### config.mk
export PLATFORM = sky130hd
export DESIGN_NAME = branch_stat_counter
export DESIGN_NICKNAME = d
export VERILOG_FILES = /design/src/rtl/brstat_pkg.sv /design/src/rtl/brstat_sat_counter.sv /design/src/rtl/branch_stat_counter.sv
export SDC_FILE = /design/constraint.sdc
export NUM_CORES = 1
export LEC_CHECK = 0
export ABC_AREA = 1
export BUFFER_PORTS_ARGS = -buffer_cell sky130_fd_sc_hd__clkbuf_2
export CORE_MARGIN = 3
export CORE_UTILIZATION = 61
export CTS_BUF_LIST = sky130_fd_sc_hd__clkbuf_16
export CTS_CLUSTER_SIZE = 28
export DETAILED_ROUTE_END_ITERATION = 12
export PLACE_DENSITY = 0.85
export SETUP_SLACK_MARGIN = 0.05
export SLEW_MARGIN = 10
export SYNTH_ARGS = -nofsm -noshare
export SYNTH_HDL_FRONTEND = slang
export SYNTH_SLANG_ARGS = --single-unit
### constraint.sdc
create_clock -name clk -period 2.48 [get_ports clk]
set_input_delay 0.496 -clock clk [delete_from_list [all_inputs] [get_ports clk]]
set_output_delay 0.496 -clock clk [all_outputs]
set_load 0.01 [all_outputs]
### src/rtl/brstat_pkg.sv
// Shared defaults and the snapshot bundle for the branch statistics block.
// Optional feature macro: BRSTAT_MISPRED_EN adds the mispredict field.
package brstat_pkg;

   localparam int CNT_W_DEF       = 32;
   localparam int SNAP_W_DEF      = 16;
   localparam int SNAP_PERIOD_DEF = 25_000_000;

   // Fields are sized to the default snapshot width; narrower snapshots are
   // zero-extended into them and sliced back out at the ports.
   typedef struct packed {
      logic [SNAP_W_DEF-1:0] branches;
      logic [SNAP_W_DEF-1:0] taken;
`ifdef BRSTAT_MISPRED_EN
      logic [SNAP_W_DEF-1:0] mispred;
`endif
   } brstat_snap_t;

endpackage

### src/rtl/brstat_sat_counter.sv
// W-bit saturating up-counter with synchronous clear priority.
// sat_hit flags an increment attempted while already at all-ones.
module brstat_sat_counter
   import brstat_pkg::*;
#(
   parameter int W = CNT_W_DEF
) (
   input  logic         clk,
   input  logic         rstn,
   input  logic         clr,
   input  logic         inc,
   output logic [W-1:0] cnt,
   output logic         sat_hit
);

   logic [W-1:0] cnt_q;
   logic [W-1:0] cnt_d;
   logic         at_max;

   assign at_max  = &cnt_q;
   assign sat_hit = inc & at_max;
   assign cnt     = cnt_q;

   // Next count: clear wins, otherwise step unless already saturated.
   always_comb begin
      // NOTE: defaulting every always_comb output first keeps a missed branch from inferring a latch.
      cnt_d = cnt_q;
      if (clr) begin
         cnt_d = '0;
      end else if (inc && !at_max) begin
         cnt_d = cnt_q + W'(1);
      end
   end

   // Count register with synchronous active-low reset.
   always_ff @(posedge clk) begin
      // NOTE: state registers use <= so every flop samples pre-edge values regardless of block order.
      if (!rstn) begin
         cnt_q <= '0;
      end else begin
         cnt_q <= cnt_d;
      end
   end

endmodule

### src/rtl/branch_stat_counter.sv
// Retired / taken branch counters with periodic low-bit snapshots for the
// seven-segment display path (clk_core domain).
// Optional feature macro: BRSTAT_MISPRED_EN adds a mispredict counter.
module branch_stat_counter
   import brstat_pkg::*;
#(
   parameter int CNT_W       = CNT_W_DEF,
   parameter int SNAP_W      = SNAP_W_DEF,
   parameter int SNAP_PERIOD = SNAP_PERIOD_DEF
) (
   input  logic              clk,
   input  logic              rstn,
   input  logic              i_br_valid,
   input  logic              i_br_taken,
`ifdef BRSTAT_MISPRED_EN
   input  logic              i_br_mispred,
`endif
   input  logic              i_clear,
   input  logic              i_freeze,
   output logic [CNT_W-1:0]  o_branches,
   output logic [CNT_W-1:0]  o_taken,
   output logic [SNAP_W-1:0] o_snap_branches,
   output logic [SNAP_W-1:0] o_snap_taken,
   output logic              o_snap_stb,
`ifdef BRSTAT_MISPRED_EN
   output logic [CNT_W-1:0]  o_mispred,
   output logic [SNAP_W-1:0] o_snap_mispred,
`endif
   output logic              o_ovf
);

   localparam int TMR_W = $clog2(SNAP_PERIOD);

   if (SNAP_W > CNT_W || SNAP_W > SNAP_W_DEF || SNAP_PERIOD < 2) begin : g_bad_cfg
      $error("branch_stat_counter: illegal SNAP_W / CNT_W / SNAP_PERIOD combination");
   end

   logic             valid_q, valid_d;
   logic             taken_q, taken_d;
   logic [TMR_W-1:0] tmr_q, tmr_d;
   brstat_snap_t     snap_q, snap_d;
   logic             stb_q, stb_d;
   logic             ovf_q, ovf_d;
   logic             wrap;
   logic [CNT_W-1:0] cnt_br, cnt_tk;
   logic             sat_br, sat_tk, sat_any;
`ifdef BRSTAT_MISPRED_EN
   logic             mispred_q, mispred_d;
   logic [CNT_W-1:0] cnt_mp;
   logic             sat_mp;
`endif

   brstat_sat_counter #(.W(CNT_W)) u_cnt_br (
      .clk(clk), .rstn(rstn), .clr(i_clear), .inc(valid_q), .cnt(cnt_br), .sat_hit(sat_br)
   );

   brstat_sat_counter #(.W(CNT_W)) u_cnt_tk (
      .clk(clk), .rstn(rstn), .clr(i_clear), .inc(taken_q), .cnt(cnt_tk), .sat_hit(sat_tk)
   );

`ifdef BRSTAT_MISPRED_EN
   brstat_sat_counter #(.W(CNT_W)) u_cnt_mp (
      .clk(clk), .rstn(rstn), .clr(i_clear), .inc(mispred_q), .cnt(cnt_mp), .sat_hit(sat_mp)
   );
   assign sat_any = sat_br | sat_tk | sat_mp;
`else
   assign sat_any = sat_br | sat_tk;
`endif

   assign wrap = (tmr_q == TMR_W'(SNAP_PERIOD - 1));

   // Next state: input stage, period timer, snapshot capture, sticky overflow; clear overrides all.
   always_comb begin
      valid_d = i_br_valid;
      taken_d = i_br_valid & i_br_taken;
`ifdef BRSTAT_MISPRED_EN
      mispred_d = i_br_valid & i_br_mispred;
`endif
      tmr_d   = wrap ? '0 : tmr_q + TMR_W'(1);
      snap_d  = snap_q;
      stb_d   = 1'b0;
      ovf_d   = ovf_q | sat_any;

      // Capture uses the counts before this edge's increment lands.
      if (wrap && !i_freeze) begin
         snap_d.branches = SNAP_W_DEF'(cnt_br[SNAP_W-1:0]);
         snap_d.taken    = SNAP_W_DEF'(cnt_tk[SNAP_W-1:0]);
`ifdef BRSTAT_MISPRED_EN
         snap_d.mispred  = SNAP_W_DEF'(cnt_mp[SNAP_W-1:0]);
`endif
         stb_d           = 1'b1;
      end

      if (i_clear) begin
         valid_d = 1'b0;
         taken_d = 1'b0;
`ifdef BRSTAT_MISPRED_EN
         mispred_d = 1'b0;
`endif
         tmr_d   = '0;
         snap_d  = '0;
         stb_d   = 1'b0;
         ovf_d   = 1'b0;
      end
   end

   // Registered state with synchronous active-low reset.
   always_ff @(posedge clk) begin
      if (!rstn) begin
         valid_q <= 1'b0;
         taken_q <= 1'b0;
`ifdef BRSTAT_MISPRED_EN
         mispred_q <= 1'b0;
`endif
         tmr_q   <= '0;
         snap_q  <= '0;
         stb_q   <= 1'b0;
         ovf_q   <= 1'b0;
      end else begin
         valid_q <= valid_d;
         taken_q <= taken_d;
`ifdef BRSTAT_MISPRED_EN
         mispred_q <= mispred_d;
`endif
         tmr_q   <= tmr_d;
         snap_q  <= snap_d;
         stb_q   <= stb_d;
         ovf_q   <= ovf_d;
      end
   end

   assign o_branches      = cnt_br;
   assign o_taken         = cnt_tk;
   assign o_snap_branches = snap_q.branches[SNAP_W-1:0];
   assign o_snap_taken    = snap_q.taken[SNAP_W-1:0];
   assign o_snap_stb      = stb_q;
   assign o_ovf           = ovf_q;
`ifdef BRSTAT_MISPRED_EN
   assign o_mispred       = cnt_mp;
   assign o_snap_mispred  = snap_q.mispred[SNAP_W-1:0];
`endif

endmodule

* Word-level counts from Yosys, hierarchy flattened *
Cells that the tools add are included.
W data, S select, Z words.

operators by class
  $add $sub $neg = 3
  equality and inequality tests = 1
  multiplexer cells = 1
  bitwise operators = 6
  reductions and logical operators = 10

operators with widths
  cell                     count
  $add A32 B1 Y32 const B  2
  $reduce_and A32 Y1       2
  $add A25 B1 Y25 const B  1
  $eq A25 B25 Y1 const B   1
  $and A1 B1 Y1            3
  $logic_and A1 B1 Y1      3
  $logic_not A1 Y1         3
  $reduce_or A3 Y1         1
  $or A1 B1 Y1             2
  $reduce_or A2 Y1         1
  $mux W1                  1
  $not A1 Y1               1

storage, ports and cells
  bits in registers = 125
  output and inout port bits = 98

* Depth between registers and ports, before layout *
  depth after elaboration = 4
  mapped depth = 11

* Modules after synthesis *
From an unflattened synthesis, not the netlist that was laid out.

second synthesis, totals
  cell total of the unflattened synthesis = 1158
  area, all modules = 7078.0 µm²

modules (own cells, without submodules)
  module               times used  cells each  area an instance (µm²)
  brstat_sat_counter   2           334         1988.2
  branch_stat_counter  1           490         3101.7

* Least setup slack after synthesis *
Ideal clock, no wire load.

  kind = register to register
  start point = register u_cnt_tk.cnt_q[0], in the netlist u_cnt_tk.cnt[0]
  end point = register u_cnt_tk.cnt_q[9], in the netlist u_cnt_tk.cnt[9]
  setup time = 115 ps
  arrival = 1621 ps
  data required time = 2365 ps
  slack = 744 ps
  cell stages (with the launch flop) = 10
  path buffers = 1
  clock period less this slack = 1736 ps
  path through = dfxtp_1 > ha_1 > nand2_2 > nor2_4 > nand2_2 > nor2_4 > nand3_4 > buf_4 > a21oi_1 > nor2_1

on the way
  word-level cells in the longest chain between the ends = 3

RTL lines
  item                                                     RTL line                  RTL
  start: declaration                                       brstat_sat_counter.sv:16  logic [W-1:0] cnt_q;
  start signal: assignment                                 brstat_sat_counter.sv:41  cnt_q <= cnt_d;
  branches (longest 3 deep; another with $add A32 B1 Y32)  --

Several ways; the timed one is not identified.
A chain may end at the register's enable or synchronous reset.

* Worst setup path after layout *
  start point = register u_cnt_br.cnt_q[1], in the netlist u_cnt_br.cnt[1]
  end point = register u_cnt_br.cnt_q[17], in the netlist u_cnt_br.cnt[17]

on the way
  word-level cells in the longest chain between the ends = 3

RTL lines
  item                                                     RTL line
  start: declaration                                       brstat_sat_counter.sv:16
  start signal: assignment                                 brstat_sat_counter.sv:41
  branches (longest 3 deep; another with $add A32 B1 Y32)  --

Several ways; the timed one is not identified.

==> run metrics <==
Setup Slack @ Placement=0.396 ns; FF-to-FF path depth=9; Synth async-reset ratio=0%; syn_nets=between 1000 and 1500; Hold Buf Count CTS=0; die width=109 µm; Initial Util=63.0%; post-synth cell types=31; CTS H-tree depth=4; register bit total from synthesis=between 100 and 150; Residual DRC=0; fin. max-slew vios=0; die height=109 µm; final net count=1136; first-pass GRT wire length=roughly 27000 µm; crit path DAT=between 2 and 2.5 ns; Top Metal Used=met4; antenna cells=0; PostCTS Resize Cnt=0; Met3 Wirelength=1080 µm; routability cong.=0.929; peak supply drop=about 0.56 mV; worst slew pin tran=0.441 ns; Setup Skew=about 0.0081 ns; pwr dens=610 nW/µm²; length of routed wiring on met1=around 7000 µm; number of enable flip-flop cells after synthesis=0; drt wl/cell=12.4 µm; cell count after synthesis=slightly above 1000; Worst-Skew Late Latency=0.42 ns; port bufs=between 100 and 150; Met2 Wirelength=7510 µm; DR vias/cell=5.12; YS warnings=0; CTS Buf Count=17; Crit Path Max Fanout=32; sequential share of the synthesized area=between 30% and 40%; Antenna Nets Post-Route=0; Hold Path Class=primary input to flip-flop; Slew HR=between 70 and 80%; maximum clock insertion buffer count=2; Pwr Total=0.00474 W; Hold Path Depth=3; Hold Vio Cnt, Final=0; grt ovf=0; row cnt=37; DP HPWL=10900 µm; IO Pins=about 100; fin cells=approximately 1300; min cycle time layout=2.13 ns; Sink Count=about 130; max cap viols=0; final setup violating endpoints=0; Lkg Pwr=3.34 nW; placed insts=approximately 1200; Final Util=74.9%; CTS tree=done; FMAX=around 0.47 GHz; CTS root buf=clkbuf_16; final worst slack=between 0.3 and 0.4 ns; average size of a mapped cell=between 6 and 7 µm²; Setup CP Type=flip-flop to flip-flop; fraction of layout cells with a size suffix above 1=around 16%; Synth Flop Type=dfxtp_1; DR iter-0 viols=between 500 and 600; core box area=between 10000 and 15000 µm²; fin crit share=a little under nine tenths; largest net degree at the start of global routing=95; Routed WL=15800 µm; clk slew on worst S/H paths=0.05 ns; synthesized cell area=6530 µm²; vias in the first global route=5959; antenna violations before repair=0; Worst setup SP type=flip-flop; CP required=around 2.8 ns; routed vias=6536; critical path endpoint category=flip-flop; outcome=completed; 1st-pass router iterations=5; total track usage=between 20% and 30%; RSZ-0062 raised after global routing=false; Area Overhead vs Synth=19.0%; setup repair bufs after CTS=0; DIE AREA=12000 µm²; Fin Setup TNS=0 ns
## registers in the layout, summed over array words and instances (netlist names)
name             flops
u_cnt_br.cnt        32
u_cnt_tk.cnt        32
tmr_q               25
o_snap_branches     16
o_snap_taken        16
o_ovf                1
o_snap_stb           1
taken_q              1
valid_q              1
## synth_stat cells (all sizes together) (2+ instances only)
cell type / instances / share of area, %
nand2: 277 / 16
nor2: 265 / 16
dfxtp: 125 / 38
inv: 110 / 6.3
nand3: 73 / 6.9
a21oi: 52 / 4.0
nand4: 31 / 3.0
buf: 27 / 3.0
nor3: 14 / 1.1
xor2: 9 / 1.2
a31oi: 6 / 0.57
nand3b: 6 / 0.75
xnor2: 6 / 0.80
o21ai: 5 / 0.38
and2: 4 / 0.38
clkbuf: 4 / 0.23
ha: 3 / 0.57
nor3b: 2 / 0.23
## power by group
group          leakage [nW]  internal [W]  switching (W)
Combinational          2.03     0.0000254      0.0000568
Clock                 0.302       0.00176       0.000876
Sequential             1.01       0.00201     0.00000711
## metal layers
layer	vias up	track usage (%)
li1	3405	-
met1	2920	37.0
met2	200	44.5
met3	11	7.57
met4	0	8.73
met5	-	0
## cell usage in the layout, fill, tap and decap left out, types with 17 or more instances in the layout
master,n
dfxtp_1,125
nor2_1,254
a21oi_1,51
clkbuf_2,103
nand3_1,58
inv_1,111
clkbuf_16,17
nand4_1,31
nand2_1,272
## metrics by stage
stage          hold WS, ns  cell area, µm²
3_5_place_dp         0.452            7140
3_3_place_gp         0.445            7140
5_1_grt              0.297            7770
6_report             0.289            7770
2_1_floorplan        0.430            6530
4_1_cts              0.274            7770
## layout make-up
| class | count | area, µm² |
|---|---|---|
| tap | 136 | 170 |
| fill | 862 | 2600 |
| multi-input combinational | 756 | 3410 |
| clock inverter | 15 | 203 |
| inverter | 110 | 413 |
| sequential | 125 | 2500 |
| timing repair buffer | 117 | 646 |
| clock buffer | 17 | 425 |
## worst max-delay path, cell delays in order (launching register included)
cell     delay, ns
dfxtp_1       0.40
ha_1          0.23
nand2_1       0.08
nor2_2        0.14
nand2_1       0.12
nor2_2        0.17
nand2_2       0.28
buf_4         0.35
a21oi_1       0.19
nor2_1        0.06
## kinds of logic (layout without fill, tap and decap cells)
logic type,count (synthesis),in the layout,share of synthesized area (%)
compound gates,64,64,5.12
xor+xnor,15,15,2.01
fa+ha+maj,3,3,0.575
buf+inv,141,259,9.56
flops,125,125,38.3
simple gates,674,674,44.4
## final timing paths
kind / end / from / slack (ns)
max: u_cnt_br.cnt[17]$_SDFFE_PP0P_ / u_cnt_br.cnt[1]$_SDFFE_PP0P_ / 0.35
min: taken_q$_SDFF_PP0_ / i_br_taken / 0.29
max reg2reg: u_cnt_br.cnt[17]$_SDFFE_PP0P_ / u_cnt_br.cnt[1]$_SDFFE_PP0P_ / 0.35
min reg2reg: tmr_q[0]$_SDFF_PP0_ / tmr_q[0]$_SDFF_PP0_ / 0.46
(Power assumes the default switching activity.)
